**src/rtl/pwm_pkg.sv**
```systemverilog
// pwm_pkg: shared count type, duty constants and the per-channel duty slice helper
// for the PWM timebase family.
package pwm_pkg;
    localparam int PWM_CNT_W    = 20;
    localparam int PWM_NUM_CH   = 2;
    localparam int PWM_DUTY_OFF = 0;

    typedef logic [PWM_CNT_W-1:0] pwm_cnt_t;

    function automatic pwm_cnt_t pwm_duty_slice(input logic [PWM_NUM_CH*PWM_CNT_W-1:0] duty, input int ch);
        return duty[ch*PWM_CNT_W +: PWM_CNT_W];
    endfunction
endpackage

```
**src/rtl/pwm_prescaler.sv**
```systemverilog
// pwm_prescaler: divides the clock by PRESCALE into a one-cycle tick; held at zero
// while disabled so a restart always begins a full prescale interval.
module pwm_prescaler
    import pwm_pkg::*;
#(
    parameter int PRESCALE = 1,
    parameter int PS_W     = 8
) (
    input  logic clock,
    input  logic reset_n,
    input  logic enable,
    output logic tick
);
    localparam logic [PS_W-1:0] PS_LAST = PS_W'(PRESCALE - 1);

    logic [PS_W-1:0] ps_q, ps_d;

    assign tick = enable && (ps_q == PS_LAST);
    assign ps_d = (!enable || tick) ? '0 : ps_q + PS_W'(1);

    always_ff @(posedge clock or negedge reset_n) begin
        if (!reset_n) ps_q <= '0;
        else          ps_q <= ps_d;
    end
endmodule

```
**src/rtl/pwm_timebase_multi.sv**
```systemverilog
// pwm_timebase_multi: prescaled timebase with double-buffered period/duty and NUM_CH
// compare channels. Define PWM_CENTER_ALIGNED_EN for up/down (center-aligned) counting.
module pwm_timebase_multi
    import pwm_pkg::*;
#(
    parameter int CNT_W    = 20,
    parameter int NUM_CH   = 2,
    parameter int PRESCALE = 1,
    parameter int PS_W     = 8
) (
    input  logic                    clock,
    input  logic                    reset_n,
    input  logic                    enable,
    input  logic [CNT_W-1:0]        period,
    input  logic [NUM_CH*CNT_W-1:0] duty,
    input  logic                    load,
    output logic [CNT_W-1:0]        counter,
    output logic                    wrap,
    output logic [NUM_CH-1:0]       pwm_out,
    output logic                    load_pending
);
    logic              tick, turn, wrap_now, take_in, take_sh;
    logic              wrap_q, wrap_d, pend_q, pend_d;
    logic [CNT_W-1:0]  cnt_q, cnt_d, step;
    logic [CNT_W-1:0]  aper_q, aper_d, sper_q, sper_d;
    logic [CNT_W-1:0]  duty_in [NUM_CH];
    logic [CNT_W-1:0]  aduty_q [NUM_CH];
    logic [CNT_W-1:0]  aduty_d [NUM_CH];
    logic [CNT_W-1:0]  sduty_q [NUM_CH];
    logic [CNT_W-1:0]  sduty_d [NUM_CH];
    logic [NUM_CH-1:0] pwm_q, pwm_d;

    pwm_prescaler #(.PRESCALE(PRESCALE), .PS_W(PS_W)) u_prescaler (
        .clock   (clock),
        .reset_n (reset_n),
        .enable  (enable),
        .tick    (tick)
    );

    assign turn = cnt_q == aper_q;

`ifdef PWM_CENTER_ALIGNED_EN
    logic dir_q, dir_d;

    // dir_q = 1 while counting down; a zero period never leaves the up state
    assign step  = (dir_q || turn) ? ((cnt_q == '0) ? '0 : cnt_q - CNT_W'(1)) : cnt_q + CNT_W'(1);
    assign dir_d = (!enable || (tick && step == '0)) ? 1'b0 : (tick && turn) ? 1'b1 : dir_q;

    always_ff @(posedge clock or negedge reset_n) begin
        if (!reset_n) dir_q <= 1'b0;
        else          dir_q <= dir_d;
    end
`else
    assign step = turn ? '0 : cnt_q + CNT_W'(1);
`endif

    // The counter never exceeds the active period, so step only hits 0 at a wrap
    assign wrap_now = tick && (step == '0);
    assign cnt_d    = !enable ? '0 : tick ? step : cnt_q;
    assign wrap_d   = enable && wrap_now;

    // While halted there is no cycle to protect, so loads go straight to active
    assign take_in = load && (wrap_now || !enable);
    assign take_sh = !load && pend_q && (wrap_now || !enable);
    assign aper_d  = take_in ? period : take_sh ? sper_q : aper_q;
    assign sper_d  = (load && !take_in) ? period : sper_q;
    assign pend_d  = load ? !take_in : (pend_q && !take_sh);

    always_comb begin
        for (int c = 0; c < NUM_CH; c++) begin
            aduty_d[c] = take_in ? duty_in[c] : take_sh ? sduty_q[c] : aduty_q[c];
            sduty_d[c] = (load && !take_in) ? duty_in[c] : sduty_q[c];
        end
    end

    for (genvar i = 0; i < NUM_CH; i++) begin : g_ch
        if (CNT_W == PWM_CNT_W && NUM_CH == PWM_NUM_CH) begin : g_pkg
            assign duty_in[i] = pwm_duty_slice(duty, i);
        end else begin : g_raw
            assign duty_in[i] = duty[i*CNT_W +: CNT_W];
        end
        assign pwm_d[i] = enable && (cnt_d < aduty_d[i]);
    end

    always_ff @(posedge clock or negedge reset_n) begin
        if (!reset_n) begin
            cnt_q  <= '0;
            wrap_q <= 1'b0;
            pwm_q  <= '0;
            pend_q <= 1'b0;
            aper_q <= '1;
            sper_q <= '1;
            for (int c = 0; c < NUM_CH; c++) begin
                aduty_q[c] <= CNT_W'(PWM_DUTY_OFF);
                sduty_q[c] <= CNT_W'(PWM_DUTY_OFF);
            end
        end else begin
            cnt_q   <= cnt_d;
            wrap_q  <= wrap_d;
            pwm_q   <= pwm_d;
            pend_q  <= pend_d;
            aper_q  <= aper_d;
            sper_q  <= sper_d;
            aduty_q <= aduty_d;
            sduty_q <= sduty_d;
        end
    end

    assign counter      = cnt_q;
    assign wrap         = wrap_q;
    assign pwm_out      = pwm_q;
    assign load_pending = pend_q;
endmodule

```
**config.mk**
```make
export PLATFORM = sky130hd
export DESIGN_NAME = pwm_timebase_multi
export DESIGN_NICKNAME = d
export VERILOG_FILES = /design/src/rtl/pwm_pkg.sv /design/src/rtl/pwm_prescaler.sv /design/src/rtl/pwm_timebase_multi.sv
export SDC_FILE = /design/constraint.sdc
export NUM_CORES = 1
export LEC_CHECK = 0
export ABC_AREA = 1
export CAP_MARGIN = 20
export CORE_UTILIZATION = 51
export CTS_CLUSTER_DIAMETER = 80
export DETAILED_ROUTE_END_ITERATION = 16
export PLACE_DENSITY = 0.73
export SLEW_MARGIN = 10
export SYNTH_ARGS = -nofsm -noshare
export SYNTH_HDL_FRONTEND = slang
export SYNTH_SLANG_ARGS = --single-unit
export TNS_END_PERCENT = 50
```
**constraint.sdc**
```tcl
create_clock -name clock -period 6.3 [get_ports clock]
set_clock_uncertainty 0.15 [all_clocks]
set_input_delay 0.63 -clock clock [delete_from_list [all_inputs] [get_ports clock]]
set_output_delay 0.63 -clock clock [all_outputs]
set_load 0.01 [all_outputs]
```
Word level (Yosys, flattened, before mapping)

Index checks and enable logic that the tools add are counted.

Register bits after elaboration: 152
Bits of input ports: 64
Logic and storage cells: 46

$add $sub $neg: 2
Order comparisons: 2
Eq/ne operators: 1
Muxes and demuxes: 11
Reduce and logical (&&, ||, !) cells: 19

Operators with widths:

| cell                    | number |
|---|---|
| $mux W20                | 9 |
| $lt A20 B20 Y1          | 2 |
| $add A20 B1 Y20 const B | 1 |
| $eq A20 B20 Y1          | 1 |
| $logic_not A20 Y1       | 1 |
| $logic_and A1 B1 Y1     | 10 |
| $add A8 B1 Y8 const B   | 1 |
| $logic_not A8 Y1        | 1 |
| $mux W8                 | 1 |
| $logic_not A1 Y1        | 4 |
| $logic_or A1 B1 Y1      | 2 |
| $reduce_bool A2 Y1      | 1 |
| $mux W1                 | 1 |

Logic depth before layout (Yosys ltp)

Gate-level depths: netlist of run 1.

Depth after elaboration: 10
Mapped depth: 31

By module

A second synthesis of run 1 with hierarchy kept.

Cell total of the unflattened synthesis: 926
Area, all modules: 8336.7 µm²

By module, submodules not included:

| module             | instances | cells an instance | area an instance (µm²) | sequential area each (µm²) |
|---|---|---|---|---|
| pwm_timebase_multi | 1         | 859               | 7862.5                 | 3653.5 |
| pwm_prescaler      | 1         | 67                | 474.2                  | 200.2 |

Worst setup path after synthesis of run 1

Ideal clock, no wire load.

Kind: reg2reg
From: reg cnt_q[0] (netlist: counter[0])
To: reg pwm_q[1] (netlist: pwm_out[1])
Arrival: 3.717 ns
Path slack: 2.355 ns
Cell stages (with the launch flop): 31
Buffers on the path: 3
Cell sequence: dfrtp_1 > ha_1 > buf_2 > nand2_1 > nor2_1 > nand2_1 > xor2_1 > inv_1 > o21ai_0 > nand2_1 > nor2_1 > nand2_1 > o21ai_4 > nand2_2 > buf_6 > buf_6 > nand2_1 > o21ai_0 > nand2_1 > o21ai_1 > inv_1 > ha_1 > a21oi_1 > nor2_1 > a211oi_1 > o21ai_0 > nand2_1 > a21oi_1 > a2111oi_0 > o21ai_0 > a21oi_1

RTL lines:

| item                     | RTL line                  | source |
|---|---|---|
| start: declaration       | pwm_timebase_multi.sv:24  | `logic [CNT_W-1:0] cnt_q, cnt_d, step;` |
| start signal: assignment | pwm_timebase_multi.sv:98  | `cnt_q <= cnt_d;` |
| end signal: assignment   | pwm_timebase_multi.sv:100 | `pwm_q <= pwm_d;` |
| end: declaration         | pwm_timebase_multi.sv:31  | `logic [NUM_CH-1:0] pwm_q, pwm_d;` |

==> results.json, run 1 <==
{
  "final.setup.worst_slack_ns": 1.370,
  "r2r_end": "pwm_out[1]",
  "gr-usage-all-layers_pct": 26.11,
  "final_cell_mix": "nand2_1 (262), inv_1 (169), dfrtp_1 (112)",
  "syn_area_um2": 8521,
  "endpoint": "pwm_out[1]",
  "drc_errors": 0,
  "max-vdd-ir-drop_mv": 0.2133,
  "cts_resized": 0,
  "insertion_delay_ns": 0.43,
  "num_vias": 7127,
  "cp.required_ns": 6.50,
  "grt_pass1_vias": 6836,
  "min_period_over_period_pct": 78.26,
  "die_w_um": 131.3,
  "drtPass1Iterations": 5,
  "cts_tree": "yes",
  "cpPeakStageDelay_ns": 0.49,
  "finalWeightedCongestion": 0.9310,
  "diodes": 0,
  "critPathLaunch": "counter[0]",
  "area_growth_pct": 18.22,
  "tightestPinTransition_ns": 1.045,
  "endpoint_kind": "flip-flop",
  "status": "finished, final reports clean",
  "clock_sinks": 152,
  "hold_violations": 0,
  "grt_overflow": 0,
  "io_buffers": 87,
  "cap_violations": 0,
  "fillerInstances": 1424,
  "numCtsBuffers": 17,
  "rows": 46,
  "antenna_left": 0,
  "post_drt_via_cell_ratio": 5.217,
  "avgSynthCellArea_um2": 8.008,
  "nNetsFinal": 1242,
  "drt-total-wl_mm": 20.92,
  "p_clk_share_pct": 36.6,
  "setup_tns_ns": 0,
  "multi_input_area_um2": 3735,
  "fmax_mhz": 202.8,
  "synthDistinctLibCells": 42,
  "final_common_cell": "nand2_1",
  "critPathKind": "flip-flop to flip-flop",
  "switching_power_uw": 792.4,
  "avgRoutedWirePerCell_um": 15.32,
  "power_uw": 2646,
  "pre_cts_slack_ns": 1.349,
  "core_um2": 16120,
  "min_period_ns": 4.930,
  "leakagePower_uw": 0.004875,
  "synth-edff-count": 0,
  "final-seq-area_um2": 3854,
  "synth.largest_area_cell": "dfrtp_1",
  "cp-start-kind": "flip-flop",
  "synth_seq_cells": 152,
  "ios": 88,
  "synthArstFlopShare_pct": 100.0,
  "slowest_stage": "dfrtp_1",
  "path_clk_slew_ns": 0.07,
  "die-area_um2": 17230,
  "dieHeight_um": 131.3,
  "drtIter0Drc": 524,
  "cts_root_buf": "clkbuf_16",
  "p_int_uw": 1853,
  "finalMaxSlewViolations": 0,
  "post-cts-setup-buffers": 0,
  "combPwrFrac_pct": 17.7,
  "start_util_pct": 52.87,
  "synth.area.top_cells": "dfrtp_1 (33%), dfstp_2 (12%), nand2_1 (12%)",
  "syn-num-nets": 1169,
  "grt_max_degree": 79,
  "reg2reg_slack_ns": 1.37,
  "critPathMaxFanout": 34,
  "maxSlewHeadroom_pct": 29.58,
  "path_common_cell": "nand2_1",
  "syn_inst": 1064,
  "dp_hpwl_mm": 15.16,
  "htreeDepth": 4,
  "antenna_found_initial": 0,
  "synth_flop_cell": "dfrtp_1",
  "rsz0062_at_grt": "no",
  "min_path_type": "input port to asynchronous set/reset pin",
  "power_switching_share_pct": 29.95,
  "yosysSeqAreaShare_pct": 45.23,
  "yosysWarnings": 0,
  "drive_gt1_share_pct": 9.043,
  "r2r-start": "counter[0]",
  "reg2reg_depth": 27,
  "yosys.area.top_type_share_pct": 32.89,
  "seqPwrFrac_pct": 45.7,
  "holdWs_ns": 0.09852,
  "crit_arrival_ns": 5.13,
  "clockBufferDepth": 2,
  "ctsHoldBuffers": 0,
  "powerDensity_nw_per_um2": 262.7,
  "setup_viol": 0,
  "grt_pass1_wl_mm": 35.31
}
-- flip-flops by register name (all words and copies together), names as in the netlist --
signal and cells:
aper_q 20, pwm_out 2, counter 20, sper_q 20, aduty_q 40, u_prescaler.ps_q 8
sduty_q 40, load_pending 1, wrap 1
-- synth_stat cells, types with 3 or more instances --
cell / count
inv_2: 8
nand2_2: 3
buf_6: 10
buf_2: 9
inv_1: 169
ha_1: 41
clkbuf_1: 24
o32ai_1: 8
o21ai_1: 44
nor2_2: 3
a21oi_1: 20
a211oi_1: 4
nand4_1: 31
dfrtp_1: 112
xnor2_1: 4
dfstp_2: 40
nor3b_1: 3
o21ai_0: 90
nor2_1: 44
nor3_1: 7
xor2_1: 11
nand3_1: 69
and3_1: 3
nand2_1: 262
mux2_1: 23
-- final cells by class --
type | instances | share of cell area, %
clock inverter | 15 | 1.292
inverter | 179 | 6.670
tap | 216 | 2.683
multi-input combinational | 688 | 37.08
timing repair buffer | 99 | 9.800
sequential | 152 | 38.26
clock buffer | 17 | 4.223
-- power groups by stage --
stage	clock (uW)	sequential, uW	combinational, uW
detailed placement	0	1220	469
global placement	0	1220	456
finish	969	1210	469
floorplan	0	1200	319
CTS	989	1210	471
global route	1030	1220	545
-- how the worst min path moves through the flow --
| stage | to | start |
|---|---|---|
| 2_1_floorplan | aduty_q[0] | reset_n |
| 3_3_place_gp | u_prescaler.ps_q[0] | u_prescaler.ps_q[0] |
| 3_5_place_dp | u_prescaler.ps_q[0] | u_prescaler.ps_q[0] |
| 4_1_cts | load_pending | reset_n |
| 5_1_grt | aduty_q[18] | reset_n |
| 6_report | aduty_q[18] | reset_n |
-- kinds of logic after synthesis --
logic type               count (synthesis)  synth area share (%)
buffers and inverters                  224                 10.94
multiplexers                            23                 3.040
flip-flops                             152                 45.23
AO/OA/AOI/OAI                          175                 11.18
XOR/XNOR                                15                 1.542
adder cells (fa/ha/maj)                 41                 6.021
AND/OR/NAND/NOR                        434                 22.06
-- critical path, delay by kind of cell, from the launching register on --
| kind | cells | cell delay (ns) |
|---|---|---|
| AOI/OAI and AO/OA | 10 | 1.30 |
| and+or+nand+nor | 13 | 1.72 |
| adders and majority gates | 2 | 0.65 |
| buffers and inverters | 2 | 0.49 |
| DFF | 1 | 0.49 |
-- metrics by stage --
| step | instance area [um^2] | instances | util (%) |
|---|---|---|---|
| 2_1_floorplan | 8521 | 1064 | - |
| 3_3_place_gp | 9498 | 1333 | 58.94 |
| 3_5_place_dp | 9518 | 1334 | 59.06 |
| 4_1_cts | 10070 | 1366 | 62.51 |
| 5_1_grt | 10070 | 1366 | 62.51 |
| 6_report | 10070 | 1366 | 62.51 |
-- routing by layer --
| metal | routed length, um | track usage (%) | vias up |
|---|---|---|---|
| met5 | 0 | 0 | - |
| met4 | 608 | 9.948 | 0 |
| met3 | 1164 | 5.131 | 40 |
| met2 | 9223 | 38.92 | 208 |
| met1 | 9925 | 37.46 | 3286 |
| li1 | - | - | 3593 |
Note: power is estimated with default switching activity, not from simulation.
==> run 2, diff against run 1 <==
--- a/config.mk
+++ b/config.mk
@@ -10,7 +10,7 @@
 export CORE_UTILIZATION = 51
 export CTS_CLUSTER_DIAMETER = 80
 export DETAILED_ROUTE_END_ITERATION = 16
-export PLACE_DENSITY = 0.73
+export PLACE_DENSITY = 0.76
 export SLEW_MARGIN = 10
 export SYNTH_ARGS = -nofsm -noshare
 export SYNTH_HDL_FRONTEND = slang
==> constraint.sdc (replaced) <==
create_clock -name clock -period 4 [get_ports clock]
set_clock_uncertainty 0.15 [all_clocks]
set_input_delay 0.4 -clock clock [delete_from_list [all_inputs] [get_ports clock]]
set_output_delay 0.4 -clock clock [all_outputs]
set_load 0.01 [all_outputs]
==> run 2 against run 1 <==
Against the previous run:
- the flow now finishes with violations (negative setup slack)
- combinational power rose by 100%
- wire length rose by 20%
- flip-flop and latch count did not move
- critical path depth fell by 2
- die area did not move
- maximum frequency rose by 16%
- critical endpoint is now pwm_out[0]
- largest power group unchanged
==> results.json, run 2 (same netlist as run 1, synthesis figures left out) <==
{
  "status": "finished with violations",
  "failed_checks": "negative setup slack",
  "power_uw": 4602,
  "cts_root_buf": "clkbuf_16",
  "hold_violations": 0,
  "cp_top_family": "simple AND/OR/NAND/NOR gates",
  "critPathMaxFanout": 8,
  "start_util_pct": 52.87,
  "cap_violations": 0,
  "clockBufferDepth": 2,
  "fillerInstances": 1262,
  "crit_cells": 25,
  "multi_input_area_um2": 4148,
  "min_period_ns": 4.252,
  "min_path_type": "flip-flop to flip-flop",
  "drt-total-wl_mm": 25.05,
  "crit_arrival_ns": 4.41,
  "r2r-start": "aper_q[4]",
  "insertion_delay_ns": 0.44,
  "maxSlewHeadroom_pct": 39.69,
  "nNetsFinal": 1324,
  "tightestPinTransition_ns": 0.9047,
  "io_buffers": 87,
  "final_cell_mix": "nand2_1 (256), inv_1 (162), dfrtp_1 (111)",
  "critPathLaunch": "aper_q[4]",
  "post_drt_via_cell_ratio": 5.457,
  "r2r_end": "pwm_out[0]",
  "fmax_mhz": 235.2,
  "antenna_left": 0,
  "path_clk_slew_ns": 0.06,
  "final-seq-area_um2": 3855,
  "cp.required_ns": 4.16,
  "numCtsBuffers": 17,
  "finalMaxSlewViolations": 0,
  "setup_viol": 2,
  "rsz0062_at_grt": "yes",
  "rows": 46,
  "ios": 88,
  "htreeDepth": 4,
  "dp_hpwl_mm": 16.75,
  "grt_pass1_wl_mm": 38.76,
  "drtPass1Iterations": 5,
  "slowest_stage": "dfstp_2",
  "final_common_cell": "nand2_1",
  "dieHeight_um": 131.3,
  "final.setup.worst_slack_ns": -0.2517,
  "endpoint": "pwm_out[0]",
  "gr-usage-all-layers_pct": 28.57,
  "area_growth_pct": 33.08,
  "fin_util_pct": 70.36,
  "avgRoutedWirePerCell_um": 17.30,
  "drive_gt1_share_pct": 21.51,
  "reg_top3": "aduty_q x40, sduty_q x40",
  "num_vias": 7902,
  "critPathKind": "flip-flop to flip-flop",
  "powerDensity_nw_per_um2": 405.8,
  "die_w_um": 131.3,
  "endpoint_kind": "flip-flop",
  "grt_max_degree": 97,
  "core_um2": 16120,
  "leakagePower_uw": 0.005426,
  "cp_num_buf_inv": 4,
  "min_period_over_period_pct": 106.3,
  "reg2reg_depth": 25,
  "drtIter0Drc": 594,
  "clock_sinks": 152,
  "antenna_found_initial": 0,
  "max-vdd-ir-drop_mv": 0.3582,
  "path_common_cell": "nand2_1",
  "cpPeakStageDelay_ns": 0.54,
  "reg2reg_slack_ns": -0.25,
  "finalWeightedCongestion": 0.9772,
  "diodes": 0,
  "drc_errors": 0,
  "grt_pass1_vias": 7486,
  "cp-start-kind": "flip-flop",
  "die-area_um2": 17230,
  "grt_overflow": 0,
  "cts_tree": "yes"
}
run 2: changes by cell type in the layout (fill, tap and decap cells not counted), moves of 7 or more:
cell / before / now
a21oi_2: 0 / 8
buf_4: 10 / 74
ha_4: 0 / 10
ha_1: 41 / 30
a21oi_1: 20 / 12
o21ai_1: 45 / 34
inv_2: 8 / 15
inv_1: 169 / 162
o21ai_0: 89 / 65
o21ai_2: 2 / 36
buf_12: 2 / 9
run 2: worst reg2reg max path, stage by stage, from the launching register on:
cell     delay (ns)
dfstp_2        0.54
inv_1          0.05
nand2_1        0.06
nand2_1        0.08
nor2_2         0.14
nand2_2        0.08
nor2_4         0.20
nand3_4        0.22
nand2_2        0.13
nand2_2        0.06
nor2_1         0.09
nand2_1        0.11
o21ai_4        0.20
nand2_4        0.14
buf_12         0.19
buf_6          0.12
o21ai_2        0.14
nand2_1        0.08
o21ai_2        0.07
inv_2          0.07
ha_4           0.28
nand4_1        0.16
nor3_2         0.25
nand2_1        0.10
nor4b_2        0.34
a21oi_2        0.08
run 2: timing repair:
| action | CTS | global route |
|---|---|---|
| hold endpoints to repair | 58 | 0 |
| gates resized for setup | 25 | 101 |
| cloned | 2 | 2 |
| buffers inserted | 6 | 9 |
| pin swaps | 7 | 28 |
| hold buffers | 1 | 0 |
| endpoints found under the setup margin | 2 | 2 |
run 2: stage by stage:
stage               area, um^2  setup WS, ns  hold slack [ns]  cells  TNS [ns]
finish                   11340       -0.2517           0.3118   1448   -0.3582
global route             11340       -0.4948           0.3362   1448   -0.8570
CTS                      10830       -0.1416           0.3156   1437   -0.2210
detailed placement       10050       -0.2140           0.3078   1396   -0.4058
global placement         10050      -0.09926           0.2981   1396   -0.1461
floorplan                 8521       0.05539         -0.04559   1064         0
run 2: per-layer routing:
metal / track usage [%] / part of all wire (%)
met1: 39.49 / 44
met2: 45.36 / 47
met3: 5.170 / 6.6
met4: 9.367 / 2.5
met5: 0 / 0
run 2: layout make-up:
cell class / count / area share [%]
clock buffers: 20 / 3.851
clock inverters: 12 / 1.666
inverters: 179 / 5.947
multi-input cells: 689 / 36.58
flip-flops and latches: 152 / 34.00
well taps: 216 / 2.383
repair buffers: 180 / 15.58
run 2: power breakdown:
part | internal [uW] | switching [uW] | total, uW | leakage (uW)
sequential | 1800 | 101 | 1900 | 0.00184
combinational | 397 | 558 | 955 | 0.00329
clock | 1060 | 690 | 1750 | 0.000300
run 2: worst min path at each step:
stage               slack [ns]                 from             endpoint  depth (start not counted)
floorplan                -0.05              reset_n           aduty_q[0]                          0
global placement          0.30  u_prescaler.ps_q[0]  u_prescaler.ps_q[0]                          1
detailed placement        0.31  u_prescaler.ps_q[0]  u_prescaler.ps_q[0]                          1
CTS                       0.32  u_prescaler.ps_q[0]  u_prescaler.ps_q[0]                          1
global route              0.34  u_prescaler.ps_q[0]  u_prescaler.ps_q[0]                          1
finish                    0.31  u_prescaler.ps_q[0]  u_prescaler.ps_q[0]                          1
==> run 3, diff against run 2 <==
--- a/config.mk
+++ b/config.mk
@@ -10,6 +10,7 @@
 export CORE_UTILIZATION = 51
 export CTS_CLUSTER_DIAMETER = 80
 export DETAILED_ROUTE_END_ITERATION = 16
+export GPL_TIMING_DRIVEN = 0
 export PLACE_DENSITY = 0.76
 export SLEW_MARGIN = 10
 export SYNTH_ARGS = -nofsm -noshare
==> run 3 against run 2 <==
Against the previous run:
- the run still ends with negative setup slack left
- setup slack worse by 0.22 ns
- combinational power is 11% lower
- critical endpoint is now pwm_out[1]
- total power is 3.1% lower
- critical path depth is 5 higher
- sequential power hardly changed
==> results.json, run 3 (same netlist as run 1, synthesis figures left out) <==
{
  "numCtsBuffers": 17,
  "antenna_found_initial": 0,
  "slowest_stage": "dfrtp_1",
  "min_period_ns": 4.468,
  "reg_top3": "aduty_q x40, sduty_q x40",
  "antenna_left": 0,
  "gr-usage-all-layers_pct": 28.36,
  "avgRoutedWirePerCell_um": 16.81,
  "dp_hpwl_mm": 16.65,
  "fin_util_pct": 66.58,
  "ios": 88,
  "rows": 46,
  "final_cell_mix": "nand2_1 (253), inv_1 (165), dfrtp_1 (102)",
  "drt-total-wl_mm": 23.77,
  "nNetsFinal": 1290,
  "cpPeakStageDelay_ns": 0.39,
  "cp_top_family": "compound AO/OA/AOI/OAI gates",
  "area_growth_pct": 25.93,
  "r2r_end": "pwm_out[1]",
  "cts_tree": "yes",
  "finalMaxSlewViolations": 0,
  "path_common_cell": "nand2_1",
  "min_from": "u_prescaler.ps_q[0]",
  "cap_violations": 0,
  "path_clk_slew_ns": 0.07,
  "min_to": "u_prescaler.ps_q[0]",
  "cp.required_ns": 4.19,
  "crit_arrival_ns": 4.66,
  "insertion_delay_ns": 0.43,
  "cts_root_buf": "clkbuf_16",
  "maxSlewHeadroom_pct": 27.16,
  "die-area_um2": 17230,
  "post_drt_via_cell_ratio": 5.410,
  "critPathMaxFanout": 7,
  "reg2reg_depth": 30,
  "drtPass1Iterations": 5,
  "endpoint_kind": "flip-flop",
  "holdPathStages": 1,
  "start_util_pct": 52.87,
  "grt_max_degree": 93,
  "drtIter0Drc": 605,
  "drc_errors": 0,
  "setup_tns_ns": -0.9286,
  "instances_no_fill": 1414,
  "placed_area_um2": 9694,
  "clock_sinks": 152,
  "finalWeightedCongestion": 0.9275,
  "final_common_cell": "nand2_1",
  "clockBufferDepth": 2,
  "drive_gt1_share_pct": 14.94,
  "grt_pass1_vias": 7421,
  "diodes": 0,
  "r2r-start": "counter[1]",
  "fillerInstances": 1330,
  "powerDensity_nw_per_um2": 415.6,
  "grt_overflow": 0,
  "rsz0062_at_grt": "yes",
  "setup_viol": 2,
  "tightestPinTransition_ns": 1.083,
  "max-vdd-ir-drop_mv": 0.3711,
  "core_um2": 16120,
  "power_uw": 4459,
  "leakagePower_uw": 0.005111,
  "critPathKind": "flip-flop to flip-flop",
  "reg2reg_slack_ns": -0.47,
  "min_period_over_period_pct": 111.7,
  "dieHeight_um": 131.3,
  "htreeDepth": 4,
  "io_buffers": 87,
  "failed_checks": "negative setup slack",
  "hold_violations": 0,
  "final_cell_area_um2": 10730,
  "dp_cells": 1368,
  "min_path_type": "flip-flop to flip-flop",
  "grt_pass1_wl_mm": 38.16,
  "die_w_um": 131.3,
  "final.setup.worst_slack_ns": -0.4683,
  "cp_num_buf_inv": 5,
  "status": "finished with violations",
  "cp-start-kind": "flip-flop",
  "fmax_mhz": 223.8,
  "num_vias": 7650
}
## run 3: cell count changes in the layout (fill, tap and decap cells not counted), sizes merged
cell      change
clkbuf       +26
bufinv        -4
clkinv        +1
inv           -1
clkinvlp      -1
buf          -55
## run 3: power by group
group	switching, uW	total [uW]	internal (uW)	leakage (uW)
Sequential	101	1900	1800	0.00182
Clock	679	1710	1030	0.000317
Combinational	513	853	340	0.00297
Total	1290	4460	3170	0.00511
## run 3: repair_timing
item                       4_1_cts  5_1_grt
setup buffers                    6        7
setup endpoints to repair        2        2
pin swaps                        5       27
hold endpoints to repair        45        0
gates resized for setup         42       49
gates cloned                     1        0
hold buffers                     1        0
## run 3: metrics by stage
step                hold slack, ns  setup WS [ns]
global route                0.3557        -0.7427
CTS                         0.3264        -0.2609
floorplan                 -0.04559        0.05539
global placement            0.3126         -3.775
detailed placement          0.2277        -0.8703
finish                      0.3173        -0.4683
## run 3: how the worst max path moves through the flow
stage	startpoint	to	slack, ns	cells past startpoint
6_report	counter[1]	pwm_out[1]	-0.47	30
5_1_grt	counter[1]	pwm_out[1]	-0.74	28
4_1_cts	counter[1]	pwm_out[1]	-0.26	30
3_5_place_dp	counter[0]	pwm_out[1]	-0.87	28
3_3_place_gp	reset_n	sduty_q[38]	-3.77	1
2_1_floorplan	counter[0]	pwm_out[1]	0.06	30
## run 3: metal layers
metal / part of all wire [%] / track usage [%] / vias to the layer above
li1: - / - / 3681
met1: 44 / 38.92 / 3628
met2: 46 / 45.15 / 293
met3: 6.9 / 4.823 / 48
met4: 2.9 / 10.34 / 0
met5: 0 / 0 / -
## run 3: area by class of cell
class,count,area (um^2),share of cell area (%)
Buffer,44,310.3,2.892
Tap cell,216,270.3,2.519
Clock buffer,25,581.8,5.422
Sequential cell,152,3866,36.03
Inverter,179,671.9,6.262
Clock inverter,7,61.31,0.5714
Timing Repair Buffer,102,1015,9.457
Multi-Input combinational cell,689,3954,36.85
==> RTL edit: new RTL, config.mk and constraints of run 2 <==
The output `wrap` loses its register stage (`wrap_q` becomes a continuous assignment).
--- a/src/rtl/pwm_timebase_multi.sv
+++ b/src/rtl/pwm_timebase_multi.sv
@@ -86,5 +86,4 @@
         if (!reset_n) begin
             cnt_q  <= '0;
-            wrap_q <= 1'b0;
             pwm_q  <= '0;
             pend_q <= 1'b0;
@@ -97,5 +96,4 @@
         end else begin
             cnt_q   <= cnt_d;
-            wrap_q  <= wrap_d;
             pwm_q   <= pwm_d;
             pend_q  <= pend_d;
@@ -107,4 +105,6 @@
     end
 
+    assign wrap_q = wrap_d;
+
     assign counter      = cnt_q;
     assign wrap         = wrap_q;
Function: changed (Yosys sat finds a counterexample within 4 cycles, from zero or initial values and one cycle with reset_n low).
==> RTL edit against run 2 <==
The flow still finishes with violations (negative setup slack); clock power is 10% lower; routed wire length down 2.0%; setup slack better by 0.044 ns; design area decreased by 1.8%; total power down 4.3%; sequential cell count shrank 1; final cell count down 0.83%; first-iteration DRC count up 13%; core utilization fell by 1.0 points; non-clock buffer count fell by 11; hold slack better by 0.012 ns; synthesized area down 0.29%; critical path type unchanged; largest power group unchanged.
==> RTL edit: results (changes against run 2) <==
Syn Area/Cell=7.992 µm² (was 8.008 µm²); worst hold path endpoint=u_prescaler.ps_q[0]$_DFF_PN0_ (unchanged); met1 WL=10.48 mm (was 10.90 mm); CTS root buf=clkbuf_16 (unchanged); Fin Hold WS=0.3241 ns (was 0.3118 ns); crit path from=aper_q[13]$_DFFE_PN1P_ (was aper_q[4]$_DFFE_PN1P_); DR vias/cell=5.504 (was 5.457); Top Metal Used=met5 (was met4); Max IR drop VDD=0.3256 mV (was 0.3582 mV); global-route wire length before repair=37.45 mm (was 38.76 mm); grt met3 use=7.427% (was 5.170%); final worst setup slack=-0.2082 ns (was -0.2517 ns); met2 routed WL=11.58 mm (was 11.87 mm); Final GP Congestion=1.029 (was 0.9772); end of the worst register-to-register path=pwm_out[0]$_DFF_PN0_ (unchanged); Sequential Power Share=42.8% (was 41.3%); worst reg-to-reg path cell count=26 (was 25); hpwl dp=15.98 mm (was 16.75 mm); register area share after synthesis=45.07% (was 45.23%); final setup violation count=2 (unchanged); Max Root-Sink Buffers=2 (unchanged); Leakage=5.332 nW (was 5.426 nW); detailed router's first-iteration violation count=671 (was 594); met3 WL=1.797 mm (was 1.651 mm); CP max FO=17 (was 8); Max-slew headroom=29.62% (was 39.69%); largest cells by area after synthesis=dfrtp_1 33%, dfstp_2 12%, nand2_1 12% (unchanged); Hold Crit Start=u_prescaler.ps_q[0]$_DFF_PN0_ (unchanged); Final nets=1312 (was 1324); clock power share=35.7% (was 38.0%); First-pass DRT Iterations=5 (unchanged); via count=7904 (was 7902); P_clk=0.00157 W (was 0.00175 W); antenna violations before repair=1 (was 0); top cell type by total area after synthesis=dfrtp_1 (unchanged); Internal Pwr Total=0.003045 W (was 0.003253 W); Port Buffers=87 (unchanged); met2 usage=46.19% (was 45.36%); CP Data Arrival Time=4.38 ns (was 4.41 ns); Main synth FF type=dfrtp_1 (unchanged); leading cell types by count after synthesis=262 x nand2_1, 169 x inv_1, 111 x dfrtp_1, 90 x o21ai_0, 69 x nand3_1 (was 262 x nand2_1, 169 x inv_1, 112 x dfrtp_1, 90 x o21ai_0, 69 x nand3_1); Setup TNS=-0.2994 ns (was -0.3582 ns); CTS clock-pin slew for the worst setup and hold paths=0.07 ns; outcome=finished with violations (unchanged); placed inst area=0.009841 mm² (was 0.01005 mm²); Yosys Warn Count=0 (unchanged); largest net degree at the start of global routing=85 (was 97); failing checks=negative setup slack (unchanged); Overall Global Routing Usage=29.34% (was 28.57%); vias in the first global route=7378 (was 7486); Syn Nets=1168 (was 1169); Min-Delay Path Class=reg -> reg (unchanged); number of placed instances, taps included=1376 (was 1396); met1 Usage GRT=38.70% (was 39.49%); drt total wl=24.56 mm (was 25.05 mm); post-synth cell types=42 (unchanged); slowest CP cell=dfstp_2 (unchanged); max incr delay on CP=0.58 ns (was 0.54 ns); dpl ws=-0.1949 ns (was -0.2140 ns); layout cell share with drive strength beyond 1=21.23% (was 21.51%)
==> RTL edit: changes by cell type after synthesis, sizes merged <==
cell / before / now
dfrtp: 112 / 111
==> RTL edit: cells by family (layout without fill, tap and decap cells) <==
group,after synthesis,after routing,synth area share (%)
xor+xnor,15,15,1.546
flops,151,151,45.07
compound gates,175,175,11.21
buf+inv,224,380,10.97
mux,23,23,3.049
fa+ha+maj,41,41,6.038
simple gates,434,435,22.12
==> RTL edit: layout make-up <==
cell class	instances	area [µm²]
clock buffers	19	464.2
fillers	1210	4923
flip-flops and latches	151	3835
well taps	216	270.3
repair buffers	169	1650
multi-input cells	689	4139
inverters	179	673.1
clock inverters	13	102.6
==> RTL edit: repair_timing <==
item / 4_1_cts / 5_1_grt
gates cloned: 2 / 2
gates resized for setup: 70 / 57
hold buffers: 1 / 0
endpoints found under the hold margin: 50 / 0
pin swaps: 24 / 24
setup endpoints to repair: 2 / 2
setup buffers: 13 / 10
